### src/rtl/io_mmio_ctrl_pkg.sv
// Shared address map and helpers for the MIPS150 memory-mapped I/O block.
package io_mmio_ctrl_pkg;

    // I/O register addresses (full 32-bit decode).
    localparam logic [31:0] IO_TX_CTRL = 32'h8000_0000;
    localparam logic [31:0] IO_RX_CTRL = 32'h8000_0004;
    localparam logic [31:0] IO_TX_DATA = 32'h8000_0008;
    localparam logic [31:0] IO_RX_DATA = 32'h8000_000C;
    localparam logic [31:0] IO_CYC_CNT = 32'h8000_0010;
    localparam logic [31:0] IO_INS_CNT = 32'h8000_0014;
    localparam logic [31:0] IO_CNT_CLR = 32'h8000_0018;

    // The I/O region is the upper half of the address space.
    function automatic logic is_io(input logic [31:0] addr);
        return addr[31];
    endfunction

endpackage

### src/rtl/io_mmio_ctrl_buf1.sv
// One-entry byte holding buffer. A push is taken when the buffer is empty or
// is being drained in the same cycle; otherwise it is dropped. The data
// register holds its value until the next accepted push.
module io_buf1 (
    input  logic       clk,
    input  logic       rst,
    input  logic       push,
    input  logic [7:0] push_data,
    input  logic       pop,
    output logic       full,
    output logic [7:0] data
);

    logic take;
    assign take = push && (!full || pop);

    // Occupancy flag and data register.
    always_ff @(posedge clk) begin
        if (rst) begin
            full <= 1'b0;
            data <= 8'h00;
        end else if (take) begin
            full <= 1'b1;
            data <= push_data;
        end else if (pop) begin
            full <= 1'b0;
        end
    end

endmodule

### src/rtl/io_mmio_ctrl.sv
// MMIO controller: address decode, UART TX/RX holding buffers, cycle and
// retired-instruction counters, and the registered read-data port.
//
// Handshakes: a byte moves across a valid/ready pair exactly in a cycle where
// both valid and ready are 1 at the rising edge; valid, once raised, stays
// high with stable data until that transfer happens.
module io_mmio_ctrl
    import io_mmio_ctrl_pkg::*;
#(
    parameter int CNT_W = 32
) (
    input  logic        clk,
    input  logic        rst,
    input  logic [31:0] mem_addr,
    input  logic [31:0] mem_wdata,
    input  logic        mem_re,
    input  logic        mem_we,
    input  logic [3:0]  mem_byte_en,
    input  logic        stall,
    input  logic        inst_retire,
    output logic        io_sel,
    output logic [31:0] io_rdata,
    output logic [7:0]  uart_din,
    output logic        uart_din_valid,
    input  logic        uart_din_ready,
    input  logic [7:0]  uart_dout,
    input  logic        uart_dout_valid,
    output logic        uart_dout_ready
);

    logic             rd_go;
    logic             wr_go;
    logic             tx_push;
    logic             tx_pop;
    logic             tx_full;
    logic             rx_push;
    logic             rx_pop;
    logic             rx_full;
    logic [7:0]       rx_byte;
    logic             cnt_clr;
    logic [CNT_W-1:0] cyc_cnt;
    logic [CNT_W-1:0] ins_cnt;
    logic [31:0]      rd_mux;
    logic             unused_wdata;

    assign io_sel = is_io(mem_addr);
    assign rd_go  = mem_re && io_sel && !stall;
    assign wr_go  = mem_we && io_sel && !stall;

    assign tx_push = wr_go && (mem_addr == IO_TX_DATA) && (mem_byte_en != 4'b0000);
    assign tx_pop  = tx_full && uart_din_ready;
    // RX only refills when empty, so a pop and a capture never coincide.
    assign rx_push = uart_dout_valid && !rx_full;
    assign rx_pop  = rd_go && (mem_addr == IO_RX_DATA) && rx_full;
    assign cnt_clr = wr_go && (mem_addr == IO_CNT_CLR);

    assign uart_din_valid  = tx_full;
    assign uart_dout_ready = !rx_full;
    assign unused_wdata    = ^mem_wdata[31:8];

    io_buf1 u_tx (
        .clk       (clk),
        .rst       (rst),
        .push      (tx_push),
        .push_data (mem_wdata[7:0]),
        .pop       (tx_pop),
        .full      (tx_full),
        .data      (uart_din)
    );

    io_buf1 u_rx (
        .clk       (clk),
        .rst       (rst),
        .push      (rx_push),
        .push_data (uart_dout),
        .pop       (rx_pop),
        .full      (rx_full),
        .data      (rx_byte)
    );

    // Free-running counters; a clear write takes priority over the increment.
    always_ff @(posedge clk) begin
        if (rst || cnt_clr) begin
            cyc_cnt <= '0;
            ins_cnt <= '0;
        end else begin
            cyc_cnt <= cyc_cnt + 1'b1;
            if (inst_retire) begin
                ins_cnt <= ins_cnt + 1'b1;
            end
        end
    end

    // Read-data select from pre-edge state; unmapped addresses read as zero.
    always_comb begin
        rd_mux = 32'h0;
        case (mem_addr)
            IO_TX_CTRL: rd_mux = {31'b0, !tx_full};
            IO_RX_CTRL: rd_mux = {31'b0, rx_full};
            IO_RX_DATA: rd_mux = rx_full ? {24'b0, rx_byte} : 32'h0;
            IO_CYC_CNT: rd_mux = 32'(cyc_cnt);
            IO_INS_CNT: rd_mux = 32'(ins_cnt);
            default:    rd_mux = 32'h0;
        endcase
    end

    // Read data is loaded on performed reads only and held otherwise.
    always_ff @(posedge clk) begin
        if (rst) begin
            io_rdata <= 32'h0;
        end else if (rd_go) begin
            io_rdata <= rd_mux;
        end
    end

endmodule
### config.mk
export PLATFORM = sky130hd
export DESIGN_NAME = io_mmio_ctrl
export DESIGN_NICKNAME = d
export VERILOG_FILES = /design/src/rtl/io_mmio_ctrl_pkg.sv /design/src/rtl/io_mmio_ctrl_buf1.sv /design/src/rtl/io_mmio_ctrl.sv
export SDC_FILE = /design/constraint.sdc
export NUM_CORES = 1
export LEC_CHECK = 0
export CAP_MARGIN = 5
export CORE_MARGIN = 1.5
export CORE_UTILIZATION = 30
export DETAILED_ROUTE_END_ITERATION = 6
export PLACE_DENSITY_LB_ADDON = 0.25
export SYNTH_ARGS = -nofsm -noshare
export SYNTH_HDL_FRONTEND = slang
export SYNTH_HIERARCHICAL = 1
export SYNTH_SLANG_ARGS = --single-unit
### constraint.sdc
create_clock -name clk -period 2 [get_ports clk]
set_clock_uncertainty 0.1 [all_clocks]
set_input_delay 0.2 -clock clk [delete_from_list [all_inputs] [get_ports clk]]
set_output_delay 0.2 -clock clk [all_outputs]
set_load 0.02 [all_outputs]
==> reports/results.ini, run 1 <==
[final_layout]
drive_gt1_share_pct = 16.10
fin_nets = 843
layout_commonest_cell = dfxtp_1
postLayoutCoreUtil_pct = 43.97
layout_common_cells = dfxtp_1 (114), nor2_1 (100), clkdlybuf4s50_1 (87)
diodes = 0
synthToLayoutAreaGrowth_pct = 43.76
nFillCells = 1711
regArea_sq_mm = 0.002282
multi_input_area_sq_mm = 0.003065
design_area_sq_mm = 0.007871

[yosys]
synth.area.top_cells = dfxtp_1 (42%), mux2i_1 (7.5%), nor2_1 (6.9%)
ys_types = 45
synth-seq-cells = 114
synth_edf_count = 0
synth_mux_area_share_pct = 7.495
synth_cells = 617
synth_xor_area_share_pct = 9.278
syn_nets = 703
yosysTopAreaCell = dfxtp_1
ys.flop_type = dfxtp_1
synthesis.area_sq_mm = 0.005475
yosysTopAreaCellShare_pct = 41.68
synthSimpleGateAreaFrac_pct = 29.11
yosysWarnings = 6
synth_compound_area_share_pct = 7.381
synth_top_family_by_area = simple AND/OR/NAND/NOR gates
async_flop_share_pct = 0
synth_fa_ha_area_share_pct = 0.4570
avgSynthCellArea_sq_um = 8.874
ys_seq_area_share_pct = 41.68

[detailed_routing]
firstDrtPassIters = 5
drc = 0
wl_per_cell_um = 14.79
vias = 4905
antenna_left = 0
vias_per_cell = 4.910
routed_wl_mm = 14.77
first_iter_violations = 242

[power_and_ir_drop]
power.density_mw_per_mm2 = 751.4
ir_drop_v = 0.0005874
static-leakage-power_uw = 0.002958
p_total_uw = 5915

[cts]
root_buffer = clkbuf_16
htree_levels = 4
clk_pin_slew_ns = 0.05
cts_tree = yes
clk_latency_ns = 0.41
cts_buffers = 17
cts_sinks = 114
clockBufferDepth = 2

[setup_path]
critPathLaunchType = flop
crit_buf_inv = 1
crit_path_max_incr_delay_ns = 0.41
path_delay_family = simple AND/OR/NAND/NOR gates
crit_path_cell_trace = ha_2, inv_1, nor4_4, nand3_2, or3_1, a21oi_1
slowest_stage = dfxtp_1
critical_path_class = flop to flop
arrival_ns = 2.17
cp_max_fo = 5
crit_path_end_kind = flop
cp_data_required_time_ns = 2.24

[grt]
first_global_vias = 4878
gr-usage-all-layers_pct = 15.66
grt_pass1_wl_mm = 24.38
antenna_found_initial = 0
grt_max_degree = 49
gr-total-overflow = 0

[die]
die-area_sq_mm = 0.01907
io_pins = 127
start_util_pct = 30.58
coreArea_sq_mm = 0.01790
rows = 49
dieWidth_um = 138.1
die_y_um = 138.1

[hold_path]
hold_class = input port to flop

[outcome]
status = finished, final reports clean

[timing]
slew_headroom_pct = 72.17
fmax_mhz = 519.2
tightest_slew_ns = 0.4175
setup_ws_ns = 0.07402
final_hold_viol_count = 0
setup_viol = 0
min_period_ns = 1.926
final-max-slew-violation-count = 0
min_period_over_period_pct = 96.30

[job]
cap_violations = 0

[place]
place_ws_ns = -0.4624
dp_hpwl_mm = 10.53
gp_congestion = 0.7911
place_area_sq_mm = 0.007047
portBuffers = 102

area by class of cell:
cell class | count | share of cell area [%]
repair buffers | 158 | 19.76
well taps | 229 | 3.640
flip-flops and latches | 114 | 28.99
inverters | 14 | 0.6676
clock buffers | 22 | 6.024
multi-input cells | 452 | 38.94
clock inverters | 10 | 1.971
report_power, final:
group          internal, uW  switching [uW]  total, uW
Sequential             2300            18.5       2310
Clock                  2170            1050       3220
Combinational           208             171        380
Total                  4680            1240       5910
sequential cells by signal, indices dropped and copies added, names as in the netlist:
name / count
u_tx/data: 8
u_rx/data: 8
u_tx/full: 1
u_rx/full: 1
cyc_cnt: 32
ins_cnt: 32
io_rdata: 32
cell usage after synthesis, types with 2 or more instances:
| cell | instances |
|---|---|
| a21boi_2 | 2 |
| a21oi_1 | 6 |
| a222oi_1 | 7 |
| a22oi_1 | 23 |
| and2_1 | 3 |
| and3_1 | 10 |
| and4_1 | 7 |
| buf_2 | 14 |
| buf_6 | 5 |
| clkbuf_1 | 16 |
| dfxtp_1 | 114 |
| ha_1 | 2 |
| inv_1 | 14 |
| mux2i_1 | 41 |
| nand2_1 | 35 |
| nand2b_1 | 32 |
| nand3_1 | 19 |
| nand4_1 | 16 |
| nand4_2 | 3 |
| nor2_1 | 101 |
| nor2_2 | 2 |
| nor2b_1 | 4 |
| nor3_1 | 28 |
| nor3_2 | 4 |
| nor3b_1 | 7 |
| nor4_1 | 9 |
| nor4_4 | 4 |
| o21ai_0 | 5 |
| o21ai_1 | 7 |
| or3_1 | 3 |
| or4_1 | 4 |
| xnor2_1 | 27 |
| xor2_1 | 31 |
stage by stage:
step / hold WS (ns) / std cells / TNS, ns
3_3_place_gp: 0.3402 / 960 / -37.81
4_1_cts: 0.2219 / 992 / -0.004468
3_5_place_dp: 0.3481 / 960 / -38.81
5_1_grt: 0.2490 / 999 / -0.008166
2_1_floorplan: 0.2547 / 617 / 0
6_report: 0.2396 / 999 / 0
metal layers:
| layer | share of wire [%] | track usage [%] | up-vias |
|---|---|---|---|
| li1 | - | - | 2425 |
| met1 | 47 | 20.21 | 2330 |
| met2 | 46 | 25.06 | 131 |
| met3 | 5.5 | 4.260 | 19 |
| met4 | 1.5 | 5.762 | 0 |
| met5 | 0 | 0 | - |
kinds of logic (layout without fill, tap and decap cells):
family | Yosys count | count (layout)
muxes | 41 | 41
adders and majority gates | 2 | 2
xor gates and xnor gates | 58 | 58
AOI/OAI and AO/OA | 55 | 55
DFF | 114 | 114
buffers and inverters | 51 | 204
and+or+nand+nor | 296 | 296
timing repair:
| action | 4_1_cts | 5_1_grt |
|---|---|---|
| endpoints found under the setup margin | 15 | 88 |
| hold buffers | 0 | 0 |
| buffers inserted | 0 | 8 |
| pin swaps | 0 | 17 |
| resized for setup | 4 | 29 |
| cloned | 0 | 0 |
worst paths after layout:
kind                                   from            to  slack, ns  cells after the start
worst max-delay path             cyc_cnt[0]   cyc_cnt[30]       0.07                      6
worst min-delay path                    rst  u_tx/data[1]       0.24                      3
worst max register to register   cyc_cnt[0]   cyc_cnt[30]       0.07                      6
worst min register to register  io_rdata[7]   io_rdata[7]       0.35                      2
worst min-delay path, delay by kind of cell:
kind                   cells  cell delay (ns)
muxes                      1             0.11
and+or+nand+nor            1             0.19
buffers and inverters      1             0.21
(Power assumes the default switching activity.)
==> run 2, diff against run 1 <==
--- a/config.mk
+++ b/config.mk
@@ -6,9 +6,10 @@
 export NUM_CORES = 1
 export LEC_CHECK = 0
 export CAP_MARGIN = 5
-export CORE_MARGIN = 1.5
+export CORE_MARGIN = 10
 export CORE_UTILIZATION = 30
 export DETAILED_ROUTE_END_ITERATION = 6
+export MAX_ROUTING_LAYER = met4
 export PLACE_DENSITY_LB_ADDON = 0.25
 export SYNTH_ARGS = -nofsm -noshare
 export SYNTH_HDL_FRONTEND = slang
==> run 2 against run 1 <==
Effect of this change: sequential share of layout area is 0.17 points lower; clock-buffer cell count is 2 lower; die area is 26% higher; combinational power is 2% higher; power is 3.9% higher; flip-flop and latch count stayed put; clock power is 7.1% higher; cell area is 0.75% higher; fmax hardly changed; wire length is 9.4% higher; non-clock buffer count stayed put; critical path type unchanged.
==> reports/results.ini, run 2 (synthesis gave the netlist of run 1 again) <==
[power_and_ir_drop]
ir_drop_v = 0.0006108
p_switching_uw = 1227
static-leakage-power_uw = 0.003024
power.density_mw_per_mm2 = 775.3
pwr-share-clk_pct = 56.0
p_int_uw = 4921
swShare_pct = 19.95
combPwrFrac_pct = 6.3
seqPwrFrac_pct = 37.6

[die]
io_pins = 127
coreArea_sq_mm = 0.01796
dieWidth_um = 155.1
start_util_pct = 30.48
die-area_sq_mm = 0.02405
rows = 49
die_y_um = 155.1

[detailed_routing]
first_iter_violations = 339
routed_wl_mm = 16.17
vias_per_cell = 4.948
wl_per_cell_um = 16.21
vias = 4933
firstDrtPassIters = 4
antenna_left = 0
drc = 0

[grt]
gr-usage-all-layers_pct = 13.67
first_global_vias = 4912
gr-total-overflow = 0
grt_pass1_wl_mm = 26.10
antenna_found_initial = 0
grt_max_degree = 49

[timing]
fmax_mhz = 518.8
setup_ws_ns = 0.07265
min_period_ns = 1.927
slew_headroom_pct = 74.17
whs_ns = 0.1248
setup_viol = 0
final-max-slew-violation-count = 0
tightest_slew_ns = 0.3875
min_period_over_period_pct = 96.37
rsz0062_at_grt = false
final_hold_viol_count = 0

[hold_path]
hold_class = input port to flop
min_from = rst

[setup_path]
crit_path_max_incr_delay_ns = 0.65
arrival_ns = 2.12
crit-reg2reg-launch = ins_cnt[0]
cp_data_required_time_ns = 2.19
cp_max_fo = 8
critPathLaunchType = flop
crit_path_cell_trace = buf_6, nand2_2, or4_4, nor3_1, xnor2_1, nor2_1
slowest_stage = or4_4
startpoint = ins_cnt[0]
critical_path_class = flop to flop
crit_path_end_kind = flop

[final_layout]
diodes = 0
drive_gt1_share_pct = 16.54
postLayoutCoreUtil_pct = 44.15
reg.largest.list = cyc_cnt (32), ins_cnt (32), io_rdata (32)
synthToLayoutAreaGrowth_pct = 44.84
fin_nets = 843
layout_common_cells = dfxtp_1 (111), nor2_1 (100), clkdlybuf4s50_1 (84)
nFillCells = 1692
layout_commonest_cell = dfxtp_1
multi_input_area_sq_mm = 0.003092
regArea_sq_mm = 0.002286

[cts]
clk_latency_ns = 0.41
htree_levels = 4
cts_tree = yes
clockBufferDepth = 2
root_buffer = clkbuf_16
cts_hold_buffers = 0
clk_pin_slew_ns = 0.05
cts_sinks = 114
cts_buffers = 17

[place]
dp_hpwl_mm = 11.89
portBuffers = 102
gp_congestion = 0.8080
place_ws_ns = -0.5313

[job]
cap_violations = 0

[outcome]
status = finished, final reports clean

run 2: changes by cell type in the layout (fill, tap and decap cells not counted), sizes merged:
cell,change
clkdlybuf4s50,-3
dlygate4sd2,+1
dlymetal6s2s,+2
clkbuf,-2
bufinv,+2
clkinv,-2
run 2: routing by layer:
layer	global-route usage (%)	vias up	wire, um
met4	4.408	0	167
met2	20.11	155	7133
met5	-	-	0
met3	3.998	13	1068
li1	-	2433	-
met1	17.61	2332	7796
run 2: critical path, delay by kind of cell, from the launching register on:
family	cells	cell delay [ns]
xor gates and xnor gates	1	0.16
buffers and inverters	1	0.12
DFF	1	0.35
and+or+nand+nor	4	1.06
run 2: path summary, 6_finish.rpt:
| check | end | slack, ns | depth (start not counted) |
|---|---|---|---|
| max | ins_cnt[25] | 0.07 | 6 |
| min | u_tx/data[3] | 0.12 | 3 |
| max reg2reg | ins_cnt[25] | 0.07 | 6 |
| min reg2reg | io_rdata[10] | 0.35 | 2 |
run 2: cell type report:
class	instances	share of cell area [%]
Clock buffer	20	5.885
Clock inverter	10	2.588
Inverter	14	0.6627
Multi-Input combinational cell	452	38.99
Sequential cell	114	28.83
Tap cell	229	3.613
Timing Repair Buffer	158	19.44
run 2: power groups by stage:
| stage | logic [uW] | registers, uW | clock network [uW] |
|---|---|---|---|
| 2_1_floorplan | 165 | 2360 | 0 |
| 3_3_place_gp | 369 | 2360 | 0 |
| 3_5_place_dp | 376 | 2360 | 0 |
| 4_1_cts | 384 | 2310 | 3510 |
| 5_1_grt | 418 | 2310 | 3610 |
| 6_report | 389 | 2310 | 3450 |
run 2: per-stage QoR:
stage	setup TNS, ns	power [uW]	cell area [sq um]	instances
finish	0	6148	7930	997
global route	0	6346	7930	997
CTS	0	6206	7787	995
detailed placement	-47.99	2737	7052	964
global placement	-46.58	2729	7052	964
floorplan	0	2524	5487	617
run 2: repair_timing:
| item | 4_1_cts | 5_1_grt |
|---|---|---|
| pin swaps | 5 | 18 |
| endpoints found under the setup margin | 84 | 82 |
| buffers inserted | 2 | 2 |
| gates resized for setup | 12 | 33 |
==> run 3, diff against run 2 <==
--- a/config.mk
+++ b/config.mk
@@ -11,6 +11,7 @@
 export DETAILED_ROUTE_END_ITERATION = 6
 export MAX_ROUTING_LAYER = met4
 export PLACE_DENSITY_LB_ADDON = 0.25
+export SLEW_MARGIN = 20
 export SYNTH_ARGS = -nofsm -noshare
 export SYNTH_HDL_FRONTEND = slang
 export SYNTH_HIERARCHICAL = 1
==> results of run 3 <==
No change in the layout: final DEF, timing and power equal those of run 2.
==> RTL edit, RTL diff (config.mk and constraints of run 3) <==
Change the parameter `CNT_W` from 32 to 48.
--- a/src/rtl/io_mmio_ctrl.sv
+++ b/src/rtl/io_mmio_ctrl.sv
@@ -8,5 +8,5 @@
     import io_mmio_ctrl_pkg::*;
 #(
-    parameter int CNT_W = 32
+    parameter int CNT_W = 48
 ) (
     input  logic        clk,
Formal check against the unedited RTL: no difference found for any inputs over 10 cycles, from zero or initial values and one cycle with rst high; that may be too few to reach the edited logic, so the function may still have changed.
==> RTL edit against run 3 <==
Setup slack got worse by 0.0015 ns; final cell count down 2.1%; hold slack better by 0.14 ns; largest power group unchanged; sequential cell count unchanged; core utilization is 0.28 points higher; design area fell by 3.1%; global-route usage decreased by 0.88 points; area after synthesis is 3.6% lower; total power is 9.5% lower; critical path depth rose by 1; critical path type is now in2reg; wire length down 5.8%.
==> RTL edit: results (changes against run 3) <==
critical_path:
  max_stage_delay_ns: 0.44  # -0.21 ns
  cp_data_arrival_time_ns: 2.18  # +0.06 ns
  r2r-end: "cyc_cnt[29]"
  crit_path_max_fanout: 6  # -2
  r2r_cells: 5  # -1
  crit_path_end: "io_rdata[21]"
  startpoint: "mem_addr[29]"
  rrSetupSlack_ns: 0.15  # +0.08 ns
  critPathSlowestCell: "or3_4"
  r2r-start: "cyc_cnt[2]"
placement:
  hpwl_mm: 11.0  # -7.7%
  gp_congestion: 0.828  # +2.5%
  placed_cell_area_um2: 6880  # -2.4%
global_route:
  grt_pass1_vias: 4725  # -3.8%
  use_met1_pct: 14.5  # -3.1 points
  grt_antenna_before_repair: 1  # +1
  grt_pass1_wl_mm: 24.0  # -8.1%
  met3_usage_pct: 2.99  # -1.0 points
  grt_start_max_net_pins: 34  # -31%
  use_met2_pct: 21.2  # +1.1 points
  grt.total_usage_pct: 12.8  # -0.88 points
yosys:
  seq_area_frac_synth_pct: 43.2  # +1.5 points
  async_reset_ff_share_pct: 0  # unchanged
  synth_nets: 677  # -3.7%
  yosysWarnings: 6  # unchanged
  ys_ff_latch: 114  # unchanged
  yosysUniqueCellTypes: 40  # -11%
  synth_area_leaders: "dfxtp_1 (43%), mux2i_1 (9.3%), nor2_1 (6.3%)"
  synth_common_cells: "dfxtp_1 (114), nor2_1 (88), mux2i_1 (49), nand2_1 (47)"
clock_network:
  clk_latency_ns: 0.41  # about the same
  htree_levels: 4  # unchanged
  cts_buffers: 17  # unchanged
layout:
  clk_share_pct: 7.46  # -1.0 points
  multi_input_gates: 436  # -3.5%
  num-fill-cells: 1676  # -0.95%
  multi_input_area_share_pct: 37.7  # -1.3 points
  drive_gt1_share_pct: 18.0  # +1.5 points
  n_all_inverters: 10  # -4
  buf_share_pct: 21.0  # +1.6 points
  nets: 823  # -2.4%
  seq_area_share_pct: 29.7  # +0.88 points
  num-clock-buffers: 21  # +5.0%
  antennaDiodeCount: 1  # +1
floorplan:
  core-area_um2: 17300  # -3.7%
status:
  status: "complete, no violations"
detailed_routing:
  route.detailed.wl_per_inst_um: 15.6  # -3.7%
  vias: 4617  # -6.4%
  wl_met2_mm: 7.70  # +8.0%
  dr.max_layer_used: "met4"
  drt_iter0_markers: 299  # -12%
  wl_met1_mm: 6.76  # -13%
  first_pass_iters: 5  # +1
  wl_met3_um: 430  # -60%
timing:
  relSlewSlack_pct: 60.7  # -13 points
worst_hold_path:
  holdPathEnd: "u_tx/data[0]"
  hp-start: "mem_wdata[0]"
pwr:
  leakage_nw: 2.94  # -2.8%
  vdd_drop_max_uv: 572  # -6.3%
RTL edit: cell types whose count changed after synthesis, moves of 9 or more:
cell / delta
a22oi_1: -22
buf_2: -12
nand2_1: +12
nand3_1: +9
nor2_1: -13
nor3_1: -19
o21ai_2: +20
RTL edit: metrics by stage:
| stage | std cells | hold WS, ns | setup WS (ns) | util (%) |
|---|---|---|---|---|
| 6_report | 976 | 0.261 | 0.0712 | 44.4 |
| 5_1_grt | 976 | 0.250 | 0.00808 | 44.4 |
| 4_1_cts | 971 | 0.240 | -0.0233 | 43.2 |
| 3_5_place_dp | 939 | 0.344 | -0.508 | 39.8 |
| 3_3_place_gp | 939 | 0.338 | -0.459 | 39.8 |
| 2_1_floorplan | 591 | 0.255 | 0.0660 | - |
RTL edit: tightest hold or removal path, stage by stage:
cell and delay [ns]:
clkdlybuf4s50_1 0.40, nand2b_1 0.07, mux2i_1 0.06
RTL edit: report_power, final:
| group | internal, mW | switching [mW] |
|---|---|---|
| clock network | 1.81 | 1.08 |
| logic | 0.210 | 0.146 |
| registers | 2.30 | 0.0236 |
RTL edit: repair_timing:
item | 4_1_cts | 5_1_grt
gates cloned | 0 | 3
gates resized for setup | 3 | 42
setup buffers | 0 | 1
setup endpoints to repair | 34 | 103
pin swaps | 2 | 17
RTL edit: cell families (layout without fill, tap and decap cells):
logic type                 Yosys count  count (layout)  synth area share (%)
AOI/OAI and AO/OA                   58              58                  8.06
xor gates and xnor gates            56              56                  9.29
adders and majority gates            2               2                 0.474
buffers and inverters               41             200                  4.05
DFF                                114             114                  43.2
muxes                               49              49                  9.29
other                                0               1                     0
and+or+nand+nor                    271             271                  25.6
